--- src/rtl/pipe_stage_skid.sv ---
// pipe_stage_skid: handshaked 2-entry skid pipeline register with flush and optional PIPE_STAGE_PERF_EN counters
module pipe_stage_skid #(
  parameter int DATA_W = 160,
  parameter int CTRL_W = 16
`ifdef PIPE_STAGE_PERF_EN
  , parameter int CNT_W = 16
`endif
) (
  input  logic              clk,
  input  logic              reset,
  input  logic              up_valid_i,
  output logic              up_ready_o,
  input  logic [DATA_W-1:0] up_data_i,
  input  logic [CTRL_W-1:0] up_ctrl_i,
  input  logic              flush_i,
  output logic              dn_valid_o,
  input  logic              dn_ready_i,
  output logic [DATA_W-1:0] dn_data_o,
  output logic [CTRL_W-1:0] dn_ctrl_o,
  output logic [1:0]        occupancy_o
`ifdef PIPE_STAGE_PERF_EN
  , output logic [CNT_W-1:0] stall_cnt_o
  , output logic [CNT_W-1:0] bubble_cnt_o
`endif
);
  typedef enum logic [1:0] {EMPTY = 2'd0, ONE = 2'd1, TWO = 2'd2} state_t;
  state_t state, next;
  logic [DATA_W-1:0] main_data, skid_data;
  logic [CTRL_W-1:0] main_ctrl, skid_ctrl;
  logic up_fire, dn_fire, ld_main, ld_skid;
  assign dn_valid_o  = state != EMPTY;
  assign dn_data_o   = main_data;
  assign dn_ctrl_o   = dn_valid_o ? main_ctrl : '0;
  assign occupancy_o = state;
  assign up_fire     = up_valid_i & up_ready_o;
  assign dn_fire     = dn_valid_o & dn_ready_i;
  always_comb begin
    next    = state;
    ld_main = 1'b0;
    ld_skid = 1'b0;
    case (state)
      EMPTY: begin
        next    = up_fire ? ONE : EMPTY;
        ld_main = up_fire;
      end
      ONE: begin
        next    = (up_fire & ~dn_fire) ? TWO : (dn_fire & ~up_fire) ? EMPTY : ONE;
        ld_main = up_fire & dn_fire;
        ld_skid = up_fire & ~dn_fire;
      end
      TWO: begin
        next    = dn_fire ? ONE : TWO;
        ld_main = dn_fire;
      end
      default: next = EMPTY;
    endcase
    if (flush_i) begin
      next    = EMPTY;
      ld_main = 1'b0;
      ld_skid = 1'b0;
    end
  end
  always_ff @(posedge clk) begin
    if (!reset) begin
      state      <= EMPTY;
      up_ready_o <= 1'b0;
      main_data  <= '0;
      main_ctrl  <= '0;
      skid_data  <= '0;
      skid_ctrl  <= '0;
    end else begin
      state      <= next;
      up_ready_o <= next != TWO;
      if (ld_main) begin
        main_data <= state == TWO ? skid_data : up_data_i;
        main_ctrl <= state == TWO ? skid_ctrl : up_ctrl_i;
      end
      if (ld_skid) begin
        skid_data <= up_data_i;
        skid_ctrl <= up_ctrl_i;
      end
    end
  end
`ifdef PIPE_STAGE_PERF_EN
  always_ff @(posedge clk) begin
    if (!reset) begin
      stall_cnt_o  <= '0;
      bubble_cnt_o <= '0;
    end else begin
      if (dn_valid_o & ~dn_ready_i & ~&stall_cnt_o) stall_cnt_o <= stall_cnt_o + CNT_W'(1);
      if (~dn_valid_o & ~&bubble_cnt_o) bubble_cnt_o <= bubble_cnt_o + CNT_W'(1);
    end
  end
`endif
endmodule

--- config.mk ---
export PLATFORM = sky130hd
export DESIGN_NAME = pipe_stage_skid
export DESIGN_NICKNAME = d
export VERILOG_FILES = /design/src/rtl/pipe_stage_skid.sv
export SDC_FILE = /design/constraint.sdc
export NUM_CORES = 1
export LEC_CHECK = 0
export BUFFER_PORTS_ARGS = -buffer_cell sky130_fd_sc_hd__buf_2
export CAP_MARGIN = 40
export CORE_MARGIN = 2
export CORE_UTILIZATION = 45
export CTS_BUF_LIST = sky130_fd_sc_hd__clkbuf_2
export DETAILED_ROUTE_END_ITERATION = 6
export GPL_TIMING_DRIVEN = 0
export PLACE_DENSITY = 0.75
export SLEW_MARGIN = 25
export SYNTH_ARGS = -nofsm -noshare
export SYNTH_HDL_FRONTEND = slang
export SYNTH_SLANG_ARGS = --single-unit
--- constraint.sdc ---
create_clock -name clk -period 3 [get_ports clk]
set_input_delay 0.3 -clock clk [delete_from_list [all_inputs] [get_ports clk]]
set_output_delay 0.3 -clock clk [all_outputs]
set_load 0.05 [all_outputs]
==> results.yml, run 1 <==
outcome:
  status: "complete, no violations"
critical_path:
  startpoint_type: "flip-flop"
  critPathMaxFanout: 10
  crit_type: "flip-flop to flip-flop"
  cp.required_ns: 3.88
  crit_arrival_ns: 3.77
  end_kind: "flip-flop"
global_routing:
  grtUsageTotal: 0.293
  grt_max_degree: 14
  grt_pass1_wl_um: 83600
  antenna_found_initial: 7
  grt_pass1_vias: 15900
  grt-ovfl-total: 0
logic_synthesis:
  yosysTopAreaCell: "dfxtp_1"
  synth.area.top_cells: "dfxtp_1 (46%), mux2i_1 (11%), a2111oi_0 (9.6%)"
  synth_cell_types: 30
  ys_seq_elements: 355
  synth_top_area_frac: 0.463
  async_reset_ff_frac: 0
  synth_cells: 1653
  synth.net_count: 1836
  avgSynthCellArea_um2: 9.29
  yosysWarnings: 0
  synth_ff_type: "dfxtp_1"
  synth_area_um2: 15400
  ys_seq_area_frac: 0.463
  synth-edff-count: 0
final_layout:
  syn2layout_area_growth_pct: 33.7
  nets: 2484
  final_layout_size_suffix_gt1_frac: 0.258
  fillCellCount: 2833
  fin_util: 0.612
  finalNonFillerCells: 2813
  multi_input_area_um2: 7320
  seqCellArea_um2: 7110
clock_network:
  htreeDepth: 3
  cts_root_buf: "clkbuf_2"
  cts_sinks: 355
  tritoncts.num_buffers: 92
  clkTransAtPathRegs_ns: 0.12
  clk_latency_ns: 1.02
  cts_buffer_depth: 3
  cts_setup_buffers: 0
  cts_tree: "done"
place:
  place_congestion: 0.871
  hpwlAfterDp_um: 35200
  place_inst: 2465
  io_buffer_count: 360
  place_ws_ns: -0.395
timing:
  setup_violations: 0
  fin_tns_setup_ns: 0
  fmax_mhz: 347
  rsz0062_at_grt: "true"
  fin_crit_sh: 0.961
  slew_headroom: 0.468
  fin_ws_ns: 0.116
  period_minus_slack_ns: 2.88
  tightest_slew_ns: 0.798
  hold_viol_final: 0
  finClkSkew_ns: 0.0830
  maxSlewViolCount: 0
floorplan:
  die_h_um: 189
  row_count: 67
  start_util: 0.458
  die_w_um: 189
  fp.dieArea_um2: 35600
  io_pins: 361
  core_um2: 33500
routing:
  wl_per_cell_um: 19.1
  wl_um: 53700
  drtIter0Drc: 1005
  drc_errors: 0
  drtAntennaViolNets: 0
  drt_pass1_iterations: 6
  vias: 16000
  viasPerCell: 5.68
power_and_ir_drop:
  p_leak_nw: 9.14
  power_density_nw_per_um2: 484
  ir_worst_vdd_mv: 0.280
run:
  cap_violations: 0
hold_path:
  worstHoldPathType: "input port to flip-flop"
final timing paths:
path / from / endpoint / slack [ns] / depth (start not counted)
max: occupancy_o[1] / dn_data_o[55] / 0.12 / 10
min: up_data_i[58] / skid_data[58] / 0.10 / 4
max reg2reg: occupancy_o[1] / dn_data_o[55] / 0.12 / 10
min reg2reg: skid_data[97] / skid_data[97] / 0.46 / 2
per-layer routing:
metal | track usage | routed length (um) | up-vias
li1 | - | - | 7475
met1 | 0.356 | 21800 | 7519
met2 | 0.471 | 24900 | 755
met3 | 0.0631 | 3700 | 222
met4 | 0.187 | 3310 | 0
met5 | 0 | 0 | -
cells in the mapped netlist (7+ instances only):
master and n:
dfxtp_1 355, nand2_1 353, a21oi_1 177, mux2i_1 176, a2111oi_0 168, clkbuf_1 143
a211oi_1 139, a211oi_2 37, buf_2 30, nor2b_1 18, buf_6 17, a2111oi_1 8
buf_1 7
area by class of cell:
type	instances	share of cell area
repair buffers	554	0.183
flip-flops and latches	355	0.346
diodes	8	0.000975
plain buffers	199	0.0455
well taps	448	0.0273
multi-input cells	1095	0.357
clock inverters	16	0.00701
inverters	4	0.000731
clock buffers	134	0.0327
kinds of logic (layout without fill, tap and decap cells):
family / after synthesis / after routing / share of synthesized area
AO/OA/AOI/OAI: 534 / 534 / 0.260
multiplexers: 176 / 176 / 0.115
buffers and inverters: 203 / 907 / 0.0609
flip-flops: 355 / 355 / 0.463
other: 0 / 8 / 0
AND/OR/NAND/NOR: 383 / 383 / 0.100
adder cells (fa/ha/maj): 2 / 2 / 0.00163
power by group:
part | switching (W) | total [W] | internal [W]
sequential | 0.0000815 | 0.00493 | 0.00485
combinational | 0.00102 | 0.00158 | 0.000562
clock | 0.00200 | 0.00343 | 0.00143
total | 0.00310 | 0.00995 | 0.00684
metrics by stage:
step | total power, W | hold slack [ns] | instance area, um2
final | 0.00995 | 0.100 | 20500
after global routing | 0.0104 | 0.0508 | 20500
after CTS | 0.00997 | 0.000121 | 20500
after detailed placement | 0.00638 | 0.446 | 17800
after global placement | 0.00635 | 0.440 | 17700
after floorplan | 0.00591 | 0.417 | 15400
repair_timing:
item / in CTS / in global routing
hold buffers: 190 / 0
endpoints found under the hold margin: 355 / 0
setup endpoints to repair: 134 / 71
resized for setup: 3 / 21
cells in the final DEF (no fill, tap or decap), drive strengths merged, types with 2 or more instances in the layout:
cell,Yosys,final
clkbuf,143,281
a2111oi,176,176
dlygate4sd3,0,190
a211oi,176,176
a21oi,177,177
and4bb,3,3
buf,56,416
dfxtp,355,355
nand2,353,353
mux2i,176,176
nor2b,18,18
nand2b,2,2
ha,2,2
clkinv,0,9
bufinv,0,3
diode,0,8
inv,4,8
nor2,3,3
worst max-delay path, cell delays in order (launching register included):
cell	delay, ns
dfxtp_1	0.34
buf_4	0.17
nor2_2	0.34
nor2b_1	0.12
ha_1	0.19
and4bb_2	0.21
buf_2	0.16
buf_2	0.28
clkbuf_1	0.30
a2111oi_0	0.55
a211oi_2	0.16
flip-flops by register name, summed over array words and instances (netlist names):
register / cells
dn_data_o: 160
up_ready_o: 1
occupancy_o: 2
skid_data: 160
main_ctrl: 16
skid_ctrl: 16
Note: power is estimated with default switching activity, not from simulation.
==> inputs of run 2 (changes only) <==
==> constraint.sdc (replaced) <==
create_clock -name clk -period 3.2 [get_ports clk]
set_input_delay 0.64 -clock clk [delete_from_list [all_inputs] [get_ports clk]]
set_output_delay 0.64 -clock clk [all_outputs]
set_load 0.05 [all_outputs]
==> run 2 against run 1 <==
- cell area down 0.56%
- clock power shrank 6.4%
- global-route usage is 0.19 points lower
- highest routed layer unchanged
- sequential power shrank 6.3%
- utilization fell by 0.34 points
- critical path depth is 5 lower
- combinational power down 7%
- routed wire length down 0.22%
==> results.yml, run 2 (synthesized netlist as in run 1, its figures left out) <==
routing:
  drtIter0Drc: 817
  wl_per_cell_um: 19.1
  vias: 15800
  drtAntennaViolNets: 0
  drc_errors: 0
  wl_um: 53600
  viasPerCell: 5.64
  drt_pass1_iterations: 7
timing:
  rsz0062_at_grt: "false"
  maxSlewViolCount: 0
  tightest_slew_ns: 0.808
  setup_violations: 0
  fin_crit_sh: 0.942
  hold_viol_final: 0
  slew_headroom: 0.461
  fin_hold_ws_ns: 0.409
  finClkSkew_ns: 0.0918
  period_minus_slack_ns: 3.01
  fmax_mhz: 332
final_layout:
  final_area_um2: 20400
  multi_input_area_um2: 7310
  fillCellCount: 2849
  syn2layout_area_growth_pct: 33.0
  mostFrequentLayoutCells: "buf_2 (390), dfxtp_1 (355), nand2_1 (353)"
  layout_commonest_cell: "buf_2"
  final_layout_size_suffix_gt1_frac: 0.256
  finalNonFillerCells: 2803
  nets: 2475
  seqCellArea_um2: 7110
hold_path:
  worstHoldPathType: "input port to flip-flop"
  hold_start: "up_data_i[61]"
global_routing:
  grt_pass1_vias: 15800
  grt-ovfl-total: 0
  grtUsageTotal: 0.291
  antenna_found_initial: 6
  grt_pass1_wl_um: 83100
  grt_max_degree: 14
clock_network:
  cts_root_buf: "clkbuf_2"
  clkTransAtPathRegs_ns: 0.11
  cts_setup_buffers: 0
  cts_tree: "done"
  cts_buffer_depth: 3
  htreeDepth: 3
  tritoncts.num_buffers: 92
  clk_latency_ns: 1.03
  cts_sinks: 355
place:
  place_inst: 2465
  place_area_um2: 17800
  place_congestion: 0.871
  io_buffer_count: 360
  hpwlAfterDp_um: 35200
floorplan:
  core_um2: 33500
  start_util: 0.458
  row_count: 67
  die_h_um: 189
  die_w_um: 189
  fp.dieArea_um2: 35600
  io_pins: 361
critical_path:
  cp_top_family: "buffers and inverters"
  critPathMaxFanout: 10
  critPathBufInv: 3
  reg2reg_to: "dn_data_o[20]"
  crit_start: "occupancy_o[1]"
  crit_arrival_ns: 2.37
  regToRegSetupSlack_ns: 0.24
  r2r_cells: 10
  r2r-start: "occupancy_o[1]"
  endpoint: "dn_ctrl_o[8]"
  startpoint_type: "flip-flop"
  critPathSlowestCell: "dfxtp_1"
  slowest_delay_ns: 0.34
  path_depth: 5
  crit_type: "flip-flop to output port"
  cp.required_ns: 2.56
  path_cells: "buf_4 -> nor2_2 -> clkbuf_2 -> nor2b_1 -> buf_2"
  end_kind: "output port"
power_and_ir_drop:
  power_density_nw_per_um2: 456
  ir_worst_vdd_mv: 0.261
  p_leak_nw: 9.08
outcome:
  status: "complete, no violations"
run:
  cap_violations: 0
## run 2: changes by cell type in the layout (fill, tap and decap cells not counted), sizes merged
cell / change
dlygate4sd3: -9
clkbuf: -4
buf: +4
diode: -1
## run 2: timing repair
action / 4_1_cts / 5_1_grt
endpoints found under the hold margin: 333 / 0
pin swaps: 0 / 0
resized for setup: 2 / 7
hold buffers: 181 / 0
setup endpoints to repair: 97 / 35
## run 2: report_power, final
part	internal, W	switching [W]
clock	0.00134	0.00187
combinational	0.000518	0.000954
sequential	0.00455	0.0000756
total	0.00641	0.00290
## run 2: metal layers
layer	up-vias	share of wire	track usage
met5	-	0	0
met4	0	0.059	0.181
met3	202	0.072	0.0633
met1	7423	0.41	0.354
met2	724	0.46	0.469
li1	7450	-	-
## run 2: how the worst min path moves through the flow
stage                     to  slack (ns)  depth (start not counted)
2_1_floorplan   skid_ctrl[0]        0.44                          2
3_3_place_gp    skid_data[3]        0.44                          2
3_5_place_dp   skid_data[30]        0.45                          2
4_1_cts        skid_data[61]        0.31                          4
5_1_grt        skid_data[64]        0.36                          4
6_report       skid_data[61]        0.41                          4
## run 2: area by class of cell
type / instances / area share
multi-input combinational: 1095 / 0.358
clock buffer: 134 / 0.0329
timing repair buffer: 545 / 0.179
tap: 448 / 0.0275
buffer: 199 / 0.0453
inverter: 4 / 0.000736
sequential: 355 / 0.348
antenna: 7 / 0.000858
clock inverter: 16 / 0.00705
## run 2: worst register-to-register path: cells and delay by family (launching register included)
| family | cells | cell delay, ns |
|---|---|---|
| compound gates | 2 | 0.73 |
| fa+ha+maj | 1 | 0.19 |
| buf+inv | 4 | 0.89 |
| flops | 1 | 0.34 |
| simple gates | 3 | 0.67 |
## run 2: stage by stage
stage          TNS (ns)   util  power [W]  setup WS (ns)
2_1_floorplan         0      -    0.00554          0.571
3_3_place_gp      -1.88  0.528    0.00595         -0.117
3_5_place_dp      -2.50  0.530    0.00598         -0.195
4_1_cts               0  0.608    0.00934        0.00219
5_1_grt               0  0.609    0.00972         0.0229
6_report              0  0.609    0.00930          0.187
==> inputs of run 3 (changes only) <==
--- a/config.mk
+++ b/config.mk
@@ -5,6 +5,7 @@
 export SDC_FILE = /design/constraint.sdc
 export NUM_CORES = 1
 export LEC_CHECK = 0
+export ABC_AREA = 1
 export BUFFER_PORTS_ARGS = -buffer_cell sky130_fd_sc_hd__buf_2
 export CAP_MARGIN = 40
 export CORE_MARGIN = 2
@@ -12,7 +13,7 @@
 export CTS_BUF_LIST = sky130_fd_sc_hd__clkbuf_2
 export DETAILED_ROUTE_END_ITERATION = 6
 export GPL_TIMING_DRIVEN = 0
-export PLACE_DENSITY = 0.75
+export PLACE_DENSITY = 0.74
 export SLEW_MARGIN = 25
 export SYNTH_ARGS = -nofsm -noshare
 export SYNTH_HDL_FRONTEND = slang
==> run 3 against run 2 <==
- die area up 7.6%
- synthesized cell count up 55%
- non-clock buffer count up 13
- critical endpoint is now dn_ctrl_o[12]
- flip-flop and latch count unchanged
- cell count up 34%
- sequential share of layout area down 1.9 points
- global-route usage down 0.87 points
- clock power down 7.5%
- cell area up 5.6%
- critical path depth down 1
- hold slack worse by 0.29 ns
==> results.yml, run 3 <==
global_routing:
  grt_pass1_vias: 17800
  grt_max_degree: 13
  grt_pass1_wl_um: 87800
  antenna_found_initial: 13
  grtUsageTotal: 0.282
  grt-ovfl-total: 0
final_layout:
  mostFrequentLayoutCells: "nor2_1 (546), nand2_1 (533), buf_2 (418)"
  layout_commonest_cell: "nor2_1"
  nets: 3386
  final_layout_size_suffix_gt1_frac: 0.185
  syn2layout_area_growth_pct: 30.3
logic_synthesis:
  synth-edff-count: 0
  synth.area.top_cells: "dfxtp_1 (43%), nor2_1 (12%), nand2_1 (12%)"
  yosysTopAreaCell: "dfxtp_1"
  synth_ff_type: "dfxtp_1"
  ys_seq_elements: 355
  synth_cells: 2567
  synth_area_um2: 16500
  synthTopCellsByCount: "nor2_1 (546), nand2_1 (533), nand3_1 (356)"
  synth.net_count: 2750
  async_reset_ff_frac: 0
  synth_cell_types: 20
  yosysMostFrequentCell: "nor2_1"
  yosysWarnings: 0
  synth_top_area_frac: 0.430
  avgSynthCellArea_um2: 6.45
  ys_seq_area_frac: 0.430
power_and_ir_drop:
  p_seq_frac: 0.492
  p_sw_frac: 0.337
  power_density_nw_per_um2: 439
  cellInternalPower_w: 0.00628
  net-switching-power_w: 0.00319
  combPwrFrac: 0.194
  ir_worst_vdd_mv: 0.298
  finalPower_w: 0.00947
  pwr-share-clk: 0.314
  p_leak_nw: 10.8
routing:
  drc_errors: 0
  drt_pass1_iterations: 7
  wl_per_cell_um: 14.9
  wl_um: 55800
  vias: 18700
  drtIter0Drc: 1300
  drtAntennaViolNets: 0
  viasPerCell: 5.01
critical_path:
  cp.required_ns: 2.56
  crit_type: "flip-flop to output port"
  crit_start: "occupancy_o[1]"
  critPathBufInv: 2
  regToRegSetupSlack_ns: 0.90
  critPathMaxFanout: 10
  startpoint_type: "flip-flop"
  slowest_delay_ns: 0.38
  critPathSlowestCell: "dfxtp_1"
  r2r_cells: 9
  path_cells: "nor2_4 -> clkbuf_1 -> nor2_1 -> buf_2"
  end_kind: "output port"
  r2r-start: "occupancy_o[1]"
  cp_top_family: "buffers and inverters"
  crit_arrival_ns: 2.33
  reg2reg_to: "skid_data[114]"
clock_network:
  cts_tree: "done"
  tritoncts.num_buffers: 91
  cts_root_buf: "clkbuf_2"
  clk_latency_ns: 1.00
  clkTransAtPathRegs_ns: 0.08
  cts_buffer_depth: 3
  cts_setup_buffers: 0
  htreeDepth: 3
  cts_sinks: 355
place:
  io_buffer_count: 359
  hpwlAfterDp_um: 39200
  place_congestion: 0.870
timing:
  setup_violations: 0
  fmax_mhz: 336
  rsz0062_at_grt: "false"
  slew_headroom: 0.622
  fin_tns_setup_ns: 0
  fin_crit_sh: 0.929
  finClkSkew_ns: 0.0704
  hold_viol_final: 0
  period_minus_slack_ns: 2.97
  maxSlewViolCount: 0
  tightest_slew_ns: 0.567
hold_path:
  holdPathStages: 4
  worstHoldEndpoint: "occupancy_o[1]"
  hold_start: "reset"
  worstHoldPathType: "input port to flip-flop"
floorplan:
  core_um2: 36400
  die_h_um: 196
  row_count: 70
  start_util: 0.454
  io_pins: 361
  fp.dieArea_um2: 38300
  die_w_um: 196
run:
  cap_violations: 0
outcome:
  status: "complete, no violations"
## run 3: cell count changes after synthesis, moves of 36 or more
cell,change
a2111oi_0,-168
a211oi_1,-138
a211oi_2,-37
clkbuf_1,-36
inv_1,+197
mux2i_1,-176
nand2_1,+180
nand3_1,+356
nor2_1,+543
o21ai_0,+171
## run 3: kinds of logic after synthesis
| group | count (synthesis) | share of synthesized area |
|---|---|---|
| AND/OR/NAND/NOR | 1438 | 0.354 |
| AO/OA/AOI/OAI | 355 | 0.108 |
| adder cells (fa/ha/maj) | 2 | 0.00151 |
| buffers and inverters | 417 | 0.107 |
| flip-flops | 355 | 0.430 |
## run 3: power by group through the flow
stage | Sequential, W | Clock (W) | Combinational, W
floorplan | 0.00517 | 0 | 0.000715
global placement | 0.00475 | 0 | 0.00160
detailed placement | 0.00476 | 0 | 0.00163
CTS | 0.00466 | 0.00305 | 0.00182
global route | 0.00468 | 0.00328 | 0.00200
finish | 0.00466 | 0.00297 | 0.00184
## run 3: worst register-to-register path: cells and delay by family (launching register included)
kind / cells / cell delay [ns]
DFF: 1 / 0.46
buffers and inverters: 3 / 0.81
AOI/OAI and AO/OA: 1 / 0.16
and+or+nand+nor: 4 / 0.59
adders and majority gates: 1 / 0.19
## run 3: layout make-up
class,instances,area [um2]
Inverter,203,762
Multi-Input combinational cell,1795,7670
Tap cell,468,586
Sequential cell,355,7110
Buffer,214,1020
Timing Repair Buffer,543,3650
Clock inverter,22,90.1
Antenna cell,12,30.0
Fill cell,3470,14900
Clock buffer,131,656
## run 3: worst max-delay path by stage
| stage | cells after the start | slack, ns | end |
|---|---|---|---|
| floorplan | 3 | 0.81 | dn_ctrl_o[10] |
| global placement | 7 | 0.40 | dn_data_o[147] |
| detailed placement | 8 | 0.60 | dn_data_o[42] |
| CTS | 4 | 0.11 | dn_ctrl_o[12] |
| global route | 4 | 0.01 | dn_ctrl_o[11] |
| finish | 4 | 0.23 | dn_ctrl_o[12] |
## run 3: layer usage
layer	part of all wire	up-vias	global-route usage
met5	0.00020	-	0
met2	0.46	695	0.467
met3	0.073	168	0.0662
met1	0.42	8466	0.342
met4	0.043	2	0.152
li1	-	9410	-
## run 3: through the flow
stage,setup WS [ns],hold WS [ns],std cells,util,cell area (um2)
detailed placement,0.604,0.463,3400,0.521,19000
finish,0.227,0.120,3743,0.592,21600
floorplan,0.810,0.452,2567,-,16500
CTS,0.107,0.0331,3731,0.591,21500
global placement,0.401,0.458,3394,0.520,18900
global route,0.0112,0.0951,3741,0.592,21600
## run 3: timing repair
action,CTS,global route
hold buffers,178,0
resized for setup,1,0
endpoints found under the setup margin,4,0
hold endpoints to repair,206,0
